File: src/rtl/linked_list.sv
// Shared types for the linked-list engine and its head-table initiator.
package linked_list;

   localparam int LL_KEY_WIDTH       = 16;
   localparam int LL_HEAD_PTR_WIDTH  = 10;
   localparam int LL_HT_BUCKET_WIDTH = 8;

   typedef logic [1:0] ll_opcode_t;
   typedef logic [2:0] ll_rescode_t;
   typedef logic [2:0] ll_chain_state_t;

   localparam ll_opcode_t LL_OP_INSERT = 2'd0;
   localparam ll_opcode_t LL_OP_DELETE = 2'd1;
   localparam ll_opcode_t LL_OP_DEQ    = 2'd2;

   typedef logic [LL_HT_BUCKET_WIDTH-1:0] ll_ht_bucket_t;

   typedef struct packed {
      logic                         val;
      logic [LL_HEAD_PTR_WIDTH-1:0] ptr;
   } ll_head_entry_t;

   typedef enum logic [2:0] {
      CLEAR,
      IDLE,
      RD,
      CMD,
      WAIT,
      RESP
   } ll_ht_ctrl_state_t;

   function automatic logic ll_op_known(input ll_opcode_t op);
      return op inside {LL_OP_INSERT, LL_OP_DELETE, LL_OP_DEQ};
   endfunction

endpackage

File: src/rtl/ll_head_ram.sv
// Simple dual-port head-pointer RAM: registered read, write-first on
// a same-address collision.
module ll_head_ram #(
   parameter int AW = 8,
   parameter int DW = 11
) (
   input  logic          clk_i,
   input  logic          we_i,
   input  logic [AW-1:0] waddr_i,
   input  logic [DW-1:0] wdata_i,
   input  logic          re_i,
   input  logic [AW-1:0] raddr_i,
   output logic [DW-1:0] rdata_o
);

   logic [DW-1:0] mem [2**AW];

   always_ff @(posedge clk_i) begin
      if (we_i) begin
         mem[waddr_i] <= wdata_i;
      end
      if (re_i) begin
         rdata_o <= (we_i && (waddr_i == raddr_i)) ? wdata_i
                                                  : mem[raddr_i];
      end
   end

endmodule

File: src/rtl/ll_head_table_ctrl.sv
// Head-pointer table initiator for the linked-list engine.
// Define LL_HT_STATS_EN to add the command / non-empty bucket counters.
module ll_head_table_ctrl
   import linked_list::*;
#(
   parameter int BUCKET_WIDTH = LL_HT_BUCKET_WIDTH
) (
   input  logic                         clk_i,
   input  logic                         rst_i,
   input  logic                         req_valid_i,
   output logic                         req_ready_o,
   input  logic [LL_KEY_WIDTH-1:0]      req_key_i,
   input  logic [1:0]                   req_opcode_i,
   input  logic [BUCKET_WIDTH-1:0]      req_bucket_i,
   output logic                         ll_cmd_valid_o,
   input  logic                         ll_cmd_ready_i,
   output logic [LL_KEY_WIDTH-1:0]      ll_cmd_key_o,
   output logic [1:0]                   ll_cmd_opcode_o,
   output logic [LL_HEAD_PTR_WIDTH-1:0] ll_cmd_head_ptr_o,
   output logic                         ll_cmd_head_ptr_val_o,
   input  logic                         ll_res_valid_i,
   output logic                         ll_res_ready_o,
   input  logic [LL_KEY_WIDTH-1:0]      ll_res_key_i,
   input  logic [1:0]                   ll_res_opcode_i,
   input  logic [2:0]                   ll_res_rescode_i,
   input  logic [2:0]                   ll_res_chain_state_i,
   input  logic [LL_HEAD_PTR_WIDTH-1:0] ht_wr_data_ptr_i,
   input  logic                         ht_wr_data_ptr_val_i,
   input  logic                         ht_wr_en_i,
   output logic                         resp_valid_o,
   input  logic                         resp_ready_i,
   output logic [LL_KEY_WIDTH-1:0]      resp_key_o,
   output logic [1:0]                   resp_opcode_o,
   output logic [2:0]                   resp_rescode_o,
   output logic [2:0]                   resp_chain_state_o,
   output logic                         drop_o,
`ifdef LL_HT_STATS_EN
   output logic [31:0]                  stat_cmd_cnt_o,
   output logic [BUCKET_WIDTH:0]        stat_nonempty_o,
`endif
   input  logic                         clear_run_i,
   output logic                         clear_done_o
);

   localparam int EW = LL_HEAD_PTR_WIDTH + 1;

   ll_ht_ctrl_state_t         state;
   logic [BUCKET_WIDTH-1:0]   clr_addr;
   logic [BUCKET_WIDTH-1:0]   bucket_q;
   logic                      clear_pend;
   logic                      rdy_q;

   ll_head_entry_t            rd_q;
   ll_head_entry_t            wr_d;
   logic [BUCKET_WIDTH-1:0]   wr_addr;
   logic                      wr_en;
   logic                      rd_en;
   logic                      wb;
   logic                      op_ok;

   assign op_ok       = ll_op_known(req_opcode_i);
   assign req_ready_o = rdy_q & ~clear_run_i;
   assign rd_en       = (state == IDLE) & req_valid_i & req_ready_o & op_ok;
   assign wb          = (state == WAIT) & ll_res_valid_i;

   // Write port is owned by the sweep in CLEAR, by write-back otherwise.
   assign wr_en   = (state == CLEAR) | (wb & ht_wr_en_i);
   assign wr_addr = (state == CLEAR) ? clr_addr : bucket_q;
   assign wr_d    = (state == CLEAR) ? '0
                  : {ht_wr_data_ptr_val_i, ht_wr_data_ptr_i};

   assign clear_done_o = (state == CLEAR) & (clr_addr == '1);

   ll_head_ram #(
      .AW (BUCKET_WIDTH),
      .DW (EW)
   ) u_ram (
      .clk_i   (clk_i),
      .we_i    (wr_en),
      .waddr_i (wr_addr),
      .wdata_i (wr_d),
      .re_i    (rd_en),
      .raddr_i (req_bucket_i),
      .rdata_o (rd_q)
   );

   always_ff @(posedge clk_i or posedge rst_i) begin
      if (rst_i) begin
         state                 <= CLEAR;
         clr_addr              <= '0;
         bucket_q              <= '0;
         clear_pend            <= 1'b0;
         rdy_q                 <= 1'b0;
         ll_cmd_valid_o        <= 1'b0;
         ll_cmd_key_o          <= '0;
         ll_cmd_opcode_o       <= '0;
         ll_cmd_head_ptr_o     <= '0;
         ll_cmd_head_ptr_val_o <= 1'b0;
         ll_res_ready_o        <= 1'b0;
         resp_valid_o          <= 1'b0;
         resp_key_o            <= '0;
         resp_opcode_o         <= '0;
         resp_rescode_o        <= '0;
         resp_chain_state_o    <= '0;
         drop_o                <= 1'b0;
      end else begin
         drop_o <= 1'b0;
         if (clear_run_i && (state != IDLE)) begin
            clear_pend <= 1'b1;
         end
         unique case (state)
            CLEAR: begin
               clr_addr <= clr_addr + 1'b1;
               if (clr_addr == '1) begin
                  if (clear_pend || clear_run_i) begin
                     clear_pend <= 1'b0;
                  end else begin
                     state <= IDLE;
                     rdy_q <= 1'b1;
                  end
               end
            end
            IDLE: begin
               if (clear_run_i) begin
                  state <= CLEAR;
                  rdy_q <= 1'b0;
               end else if (req_valid_i && rdy_q) begin
                  if (op_ok) begin
                     bucket_q        <= req_bucket_i;
                     ll_cmd_key_o    <= req_key_i;
                     ll_cmd_opcode_o <= req_opcode_i;
                     rdy_q           <= 1'b0;
                     state           <= RD;
                  end else begin
                     drop_o <= 1'b1;
                  end
               end
            end
            RD: begin
               ll_cmd_head_ptr_o     <= rd_q.ptr;
               ll_cmd_head_ptr_val_o <= rd_q.val;
               ll_cmd_valid_o        <= 1'b1;
               state                 <= CMD;
            end
            CMD: begin
               if (ll_cmd_ready_i) begin
                  ll_cmd_valid_o <= 1'b0;
                  ll_res_ready_o <= 1'b1;
                  state          <= WAIT;
               end
            end
            WAIT: begin
               if (ll_res_valid_i) begin
                  resp_key_o         <= ll_res_key_i;
                  resp_opcode_o      <= ll_res_opcode_i;
                  resp_rescode_o     <= ll_res_rescode_i;
                  resp_chain_state_o <= ll_res_chain_state_i;
                  ll_res_ready_o     <= 1'b0;
                  resp_valid_o       <= 1'b1;
                  state              <= RESP;
               end
            end
            RESP: begin
               if (resp_ready_i) begin
                  resp_valid_o <= 1'b0;
                  if (clear_pend || clear_run_i) begin
                     clear_pend <= 1'b0;
                     state      <= CLEAR;
                  end else begin
                     rdy_q <= 1'b1;
                     state <= IDLE;
                  end
               end
            end
            default: state <= CLEAR;
         endcase
      end
   end

`ifdef LL_HT_STATS_EN
   localparam logic [BUCKET_WIDTH:0] NE_ONE = (BUCKET_WIDTH+1)'(1);

   always_ff @(posedge clk_i or posedge rst_i) begin
      if (rst_i) begin
         stat_cmd_cnt_o  <= '0;
         stat_nonempty_o <= '0;
      end else begin
         if ((state == CMD) && ll_cmd_ready_i) begin
            stat_cmd_cnt_o <= stat_cmd_cnt_o + 32'd1;
         end
         // Old occupancy is the head value captured in RD for this bucket.
         if (state == CLEAR) begin
            stat_nonempty_o <= '0;
         end else if (wb && ht_wr_en_i) begin
            if (!ll_cmd_head_ptr_val_o && ht_wr_data_ptr_val_i) begin
               stat_nonempty_o <= stat_nonempty_o + NE_ONE;
            end else if (ll_cmd_head_ptr_val_o && !ht_wr_data_ptr_val_i) begin
               stat_nonempty_o <= stat_nonempty_o - NE_ONE;
            end
         end
      end
   end
`endif

endmodule
File: config.mk
export PLATFORM = sky130hd
export DESIGN_NAME = ll_head_table_ctrl
export DESIGN_NICKNAME = d
export VERILOG_FILES = /design/src/rtl/linked_list.sv /design/src/rtl/ll_head_ram.sv /design/src/rtl/ll_head_table_ctrl.sv
export SDC_FILE = /design/constraint.sdc
export NUM_CORES = 2
export LEC_CHECK = 0
export CAP_MARGIN = 5
export CORE_MARGIN = 3
export CORE_UTILIZATION = 67
export DETAILED_ROUTE_END_ITERATION = 7
export GPL_ROUTABILITY_DRIVEN = 0
export MAX_ROUTING_LAYER = met4
export PLACE_DENSITY_LB_ADDON = 0.1
export SKIP_LAST_GASP = 1
export SYNTH_ARGS = -nofsm -noshare
export SYNTH_HDL_FRONTEND = slang
export SYNTH_SLANG_ARGS = --single-unit
File: constraint.sdc
create_clock -name clk_i -period 12.14 [get_ports clk_i]
set_clock_uncertainty 0.1 [all_clocks]
set_input_delay 1.214 -clock clk_i [delete_from_list [all_inputs] [get_ports clk_i]]
set_output_delay 1.214 -clock clk_i [all_outputs]
set_load 0.02 [all_outputs]
After elaboration in Yosys (flattened, before gate mapping)
Memory sizes are Yosys's and may differ from the RTL's. A register that Yosys moved wholly into a read port is not among the register bits.
Cells that the tools add are included.
W data, S select, Z words.
{ "classes": {"addsub": 1, "multipliers": 0, "div_mod_pow": 0, "order_cmp": 0, "n_eq_ne": 16, "shifts": 0, "mux": 38, "n_bitwise": 9, "n_reduce_logical": 17} }
{ "op_table": {"columns": ["operator", "n"], "rows": [
  ["$mux W3", 8],
  ["$mux W1", 22],
  ["$pmux W3 S6", 1],
  ["$mux W11", 1],
  ["$add A8 B1 Y8 const B", 1],
  ["$eq A8 B8 Y1 const B", 1],
  ["$mux W8", 1],
  ["$ne A2 B2 Y1 const B", 4],
  ["$pmux W1 S2", 4],
  ["$and A1 B1 Y1", 7],
  ["$reduce_and A7 Y1", 1],
  ["$eq A3 B2 Y1 const B", 2],
  ["$eq A3 B3 Y1 const B", 2],
  ["$reduce_and A3 Y1", 2],
  ["$reduce_bool A2 Y1", 3],
  ["$reduce_bool A3 Y1", 2],
  ["$reduce_and A5 Y1", 1],
  ["$reduce_and A2 Y1", 2],
  ["$reduce_and A4 Y1", 1],
  ["$eq A3 B1 Y1 const B", 1],
  ["$logic_not A3 Y1", 1],
  ["$ne A3 B1 Y1 const B", 1],
  ["$ne A3 B2 Y1 const B", 1],
  ["$ne A3 B3 Y1 const B", 1],
  ["other kinds (9)", 10]
]} }
{ "totals": {"ff_bits": 78, "latchBits": 0, "ram_bits": 2816, "romBits": 0, "inputBits": 69, "output_inout_bits": 59, "word_cells": 99, "mem_count": 1} }
{ "mem_list": {"columns": ["name", "words", "width", "rd", "rd_ports_with_merged_regs", "write_ports", "line_no", "source"], "rows": [
  ["u_ram.mem", 256, 11, 1, 1, 1, "ll_head_ram.sv:16", "logic [DW-1:0] mem [2**AW];"]
]} }

Longest topological paths before layout
{ "logic_depth": {"word_depth": 6, "mapped_depth": 11, "depth_no_buf": 6} }

Modules after synthesis
From an unflattened synthesis, not the netlist that was laid out.
{ "unflattened": {"cells_unflattened": 5480, "area_unflattened_um2": 112396.5} }
{ "by_module_without_submodules": {"columns": ["mod", "n_inst", "cells_each", "area_each_um2", "seq_area_each_um2"], "rows": [
  ["ll_head_ram", 1, 5242, 109005.8, 84891.4],
  ["ll_head_table_ctrl", 1, 238, 3390.8, 1951.9]
]} }

Least setup slack after synthesis
OpenSTA, ideal clock, no wires.
{ "synth_path": {"path_type": "register to register", "from": "reg state[2]", "to": "mem u_ram.mem[0][3], data pin", "setup_ns": 0.868, "arrival_time_ns": 4.574, "required_ns": 11.172, "slack_ns": 6.599, "stages_incl_launch_ff": 7, "n_path_buf": 4, "period_less_slack_ns": 5.541, "cell_sequence": "dfrtp_1 buf_2 or3_1 buf_2 clkbuf_1 clkbuf_1 and2_1"} }
{ "synth_via": {"elab_chain_cells": 2} }
{ "synth_rtl": {"columns": ["item", "line_no", "source"], "rows": [
  ["from (decl)", "ll_head_table_ctrl.sv:47", "ll_ht_ctrl_state_t state;"],
  ["from (signal assigned)", "ll_head_table_ctrl.sv:89", "state <= CLEAR;"],
  ["from (signal assigned)", "ll_head_table_ctrl.sv:118", "state <= IDLE;"],
  ["from (signal assigned)", "ll_head_table_ctrl.sv:125", "state <= CLEAR;"],
  ["$logic_not A3 Y1", "ll_head_table_ctrl.sv:69", "assign wr_d = (state == CLEAR) ? '0"],
  ["$mux W11", "ll_head_table_ctrl.sv:69", null],
  ["named net u_ram.wdata_i[3]", "ll_head_ram.sv:10", "input logic [DW-1:0] wdata_i,"],
  ["to (decl)", "ll_head_ram.sv:16", null]
]} }
The timed path passes the listed nets, and every way through them passes these cells.

Worst setup path in the final report
{ "layout_path": {"from": "reg state[0]", "to": "mem u_ram.mem[118][2], enable pin"} }
{ "layout_via": {"elab_chain_cells": 6, "word_cells_on_any_way": 8, "classes_between": "1 x eq/ne; 3 x mux; 3 x bitwise; 1 x reduce/logical"} }
{ "layout_rtl": {"columns": ["item", "line_no", "source"], "rows": [
  ["$eq A3 B3 Y1", "ll_head_table_ctrl.sv:64", "assign wb = (state == WAIT) & ll_res_valid_i;"],
  ["$and A1 B1 Y1", "ll_head_table_ctrl.sv:64", null],
  ["$and A1 B1 Y1", "ll_head_table_ctrl.sv:67", "assign wr_en = (state == CLEAR) | (wb & ht_wr_en_i);"],
  ["$or A1 B1 Y1", "ll_head_table_ctrl.sv:67", null],
  ["$mux W1", "ll_head_ram.sv:19", "if (we_i) begin"],
  ["$mux W1 (not written as such)", "ll_head_ram.sv:20", "mem[waddr_i] <= wdata_i;"]
]} }
Several ways; a longest one is shown, not always the timed one.

==> summary.txt <==
Clocking
  – H-tree depth: 5
  – Clk root buf: clkbuf_16
  – Clk buf depth: 4
  – Postcts setup bufs: 0
  – Total CTS buffers: 298
  – Cts hold-fix bufs: 0
  – Clk_lat worst skew: 930 ps
  – CTS clk-pin slew, worst paths: 60 ps
  – Resized Gates After CTS: 0
  – CTS tree: done
  – Clock sink count: 2,905

Timing
  – Unrepaired setup endpoints after global routing: no
  – Relative slew slack: 0.0826
  – Final worst path period share: 0.432
  – Max-slew violations: 0
  – Min Tclk post-route: ~5200 ps
  – Slew @ Worst Pin: 1360 ps
  – Final setup fails: 0
  – Final hold vios: 0
  – TNS Setup: 0 ps
  – Fmax: 0.191 GHz

Cells and area
  – Layout cells sized above 1: 0.221
  – Net count, final: 5,670
  – Commonest non-fill, non-tap cell in the layout: edfxtp_1
  – Synth-to-Final Area Change: 11.1%
  – Most frequent cells in the layout: 2,827 x edfxtp_1, 597 x mux4_2, 307 x clkbuf_16
  – Finished Layout Cells: 7,994
  – Fin util: 0.753

Drt
  – Final wirelength: 277,000 µm
  – Vias per cell: between 7 and 8
  – Vias post-DR: 56,800
  – Met2 wire length: 131,000 µm
  – Top sig layer: met4
  – Residual DRC: 0
  – Number of DRC markers in iteration 0: roughly 8,400
  – DRT Pass-1 Iters: 6
  – Per-cell routed wire length: 34.7 µm
  – ANT nets after route: 0
  – Wl on met1: 102,000 µm
  – Routed wl met3: 33,300 µm

Setup path
  – FF-to-FF Start: state[0]
  – Critical Path AT: ~5700 ps
  – Worst Setup SP: state[0]
  – Worst EP required: 12,570 ps
  – WS Path Type: reg2reg
  – Crit path buf inv count: 2
  – Critical path endpoint category: flip-flop
  – CP max stage cell: nand3_1
  – Most common cell on crit path: buf_4
  – Crit Path Max Fanout: 19
  – CP cell instances: or3_1 -> buf_4 -> nand2_1 -> nand3_1 -> buf_4 -> nor2_1
  – Worst path top cell family by delay: simple AND/OR/NAND/NOR gates
  – Element type at the critical path start: flip-flop
  – Crit path largest cell delay: 1090 ps

Logic synthesis
  – Syn Area/Cell: approximately 21 µm²
  – Synth warnings: 0
  – Yosys reg bits: about 2,900
  – Synth cell types: 69
  – Register area share after synthesis: 0.773
  – Post-synth EDFFs: 2,827
  – Ys async rst share: 0.0269
  – Cell Area, Synth: 112,000 µm²
  – Syn_nets: 5,372
  – Dominant synthesized flop cell: edfxtp_1
  – Post-Syn Instances: 5,302

Power
  – Power Dens Cells: roughly 190 nW/µm²
  – Worst vdd ir: between 200 and 250 µV
  – Leak: about 0.040 µW

Floorplan
  – Die ar.: 173,000 µm²
  – Initial Util: 0.678
  – Row cnt: 149
  – Die height: about 420 µm
  – Chip width: 415 µm
  – CORE AREA: 166,000 µm²
  – IO Pins: 128

Place
  – Count of input and output buffers: 127
  – DP HPWL: 158,000 µm
  – Dpl cells: 7,489

Min path
  – HP Start: ll_cmd_opcode_o[1]
  – Hold Path Class: reg2reg

GRT
  – Vias in the first global route: ~56,000
  – Initial antenna violation count: 10
  – Total global routing overflow: 0
  – GRT Overall Usage: 0.337
  – First-pass GRT wire length: 402,000 µm
  – Pin count of the biggest net entering global routing: 131

Run
  – Maxcap violations: 0

Outcome
  – Status: finished clean
[path summary, 6_finish.rpt]
path	endpoint	slack [ps]	cells after the start
min in group asynchronous	resp_key_o[7]	470	2
worst min register to register	ll_cmd_opcode_o[1]	400	2
worst max register to register	u_ram.mem[118][2]	6900	6
worst min-delay path	ll_cmd_opcode_o[1]	400	2
worst max-delay path	u_ram.mem[118][2]	6900	6
max in group asynchronous	clr_addr[0]	10310	3
[cell families after synthesis]
logic type,synth area share
DFF,0.773
muxes,0.143
AOI/OAI and AO/OA,0.0387
and+or+nand+nor,0.0245
buffers and inverters,0.0194
xor gates and xnor gates,0.000546
adders and majority gates,0.000111
[flip-flops by register name, summed over array words and instances, names as in the netlist]
signal                 count
bucket_q                   8
resp_chain_state_o         3
clr_addr                   8
clear_pend                 1
u_ram.mem               2816
rdy_q                      1
ll_cmd_key_o              16
state                      3
resp_key_o                16
ll_res_ready_o             1
ll_cmd_head_ptr_o         10
resp_opcode_o              2
u_ram.rdata_o             11
ll_cmd_opcode_o            2
resp_valid_o               1
ll_cmd_head_ptr_val_o      1
drop_o                     1
resp_rescode_o             3
ll_cmd_valid_o             1
[per-stage QoR]
stage | instance area, µm² | setup WS, ps | hold slack (ps) | power (µW)
2_1_floorplan | 112000 | 6600 | 354 | 14600
3_3_place_gp | 116000 | 5860 | 384 | 15700
3_5_place_dp | 116000 | 5950 | 387 | 15900
4_1_cts | 125000 | 6910 | 400 | 24300
5_1_grt | 125000 | 6740 | 423 | 24900
6_report | 125000 | 6900 | 398 | 24200
[synth_stat cells, types with 8 or more instances]
cell type  count  area (µm²)
a22o_1        34         298
nor2_1       282        1060
buf_12        20         400
nor3_1        41         205
nand3b_1      17         128
mux4_1         8         210
o32ai_1        8        70.1
buf_6         26         293
nor4_1        42         263
mux2_2        67         754
a22oi_1      218        1640
o2bb2ai_1      8        70.1
a221oi_1      18         158
nand3_1       29         145
nand2_1       94         353
mux4_2       597       13400
buf_4         41         308
buf_8         11         165
clkbuf_1     112         420
nand2b_1      14        87.6
o211ai_1       8        60.1
a31oi_1       20         125
a211oi_1      26         195
o221ai_1      46         403
a21boi_0       8        60.1
nor2b_1       10        62.6
edfxtp_1    2827       84900
a21oi_1      140         701
and2_1        17         106
o22ai_1       35         219
buf_2        104         521
o21ai_0       35         175
buf_1         10        37.5
mux2i_1      169        1690
dfrtp_1       78        1950
[worst reg2reg max path: stages, from the launching register on]
cell and delay, ps:
dfrtp_1 570, or3_1 730, buf_4 340, nand2_1 510, nand3_1 1090, buf_4 590
nor2_1 950
[metal layers]
| layer | vias to the layer above | global-route usage |
|---|---|---|
| met3 | 619 | 0.0835 |
| met1 | 29500 | 0.471 |
| met5 | - | - |
| li1 | 22800 | - |
| met4 | 0 | 0.124 |
| met2 | 3860 | 0.494 |
[area by class of cell]
cell class	instances	area (µm²)
tap	2189	2740
clock inverter	111	860
antenna	10	25.0
fill	8933	41000
timing repair buffer	322	2820
multi-input combinational	2064	23400
inverter	9	35.0
clock buffer	384	7990
sequential	2905	86800
[power breakdown]
group          leakage [µW]  switching [µW]  internal (µW)
sequential           0.0268             151          12400
combinational       0.00854            2440            713
clock               0.00433            3620           4910
Power figures use the tool's default switching activity.
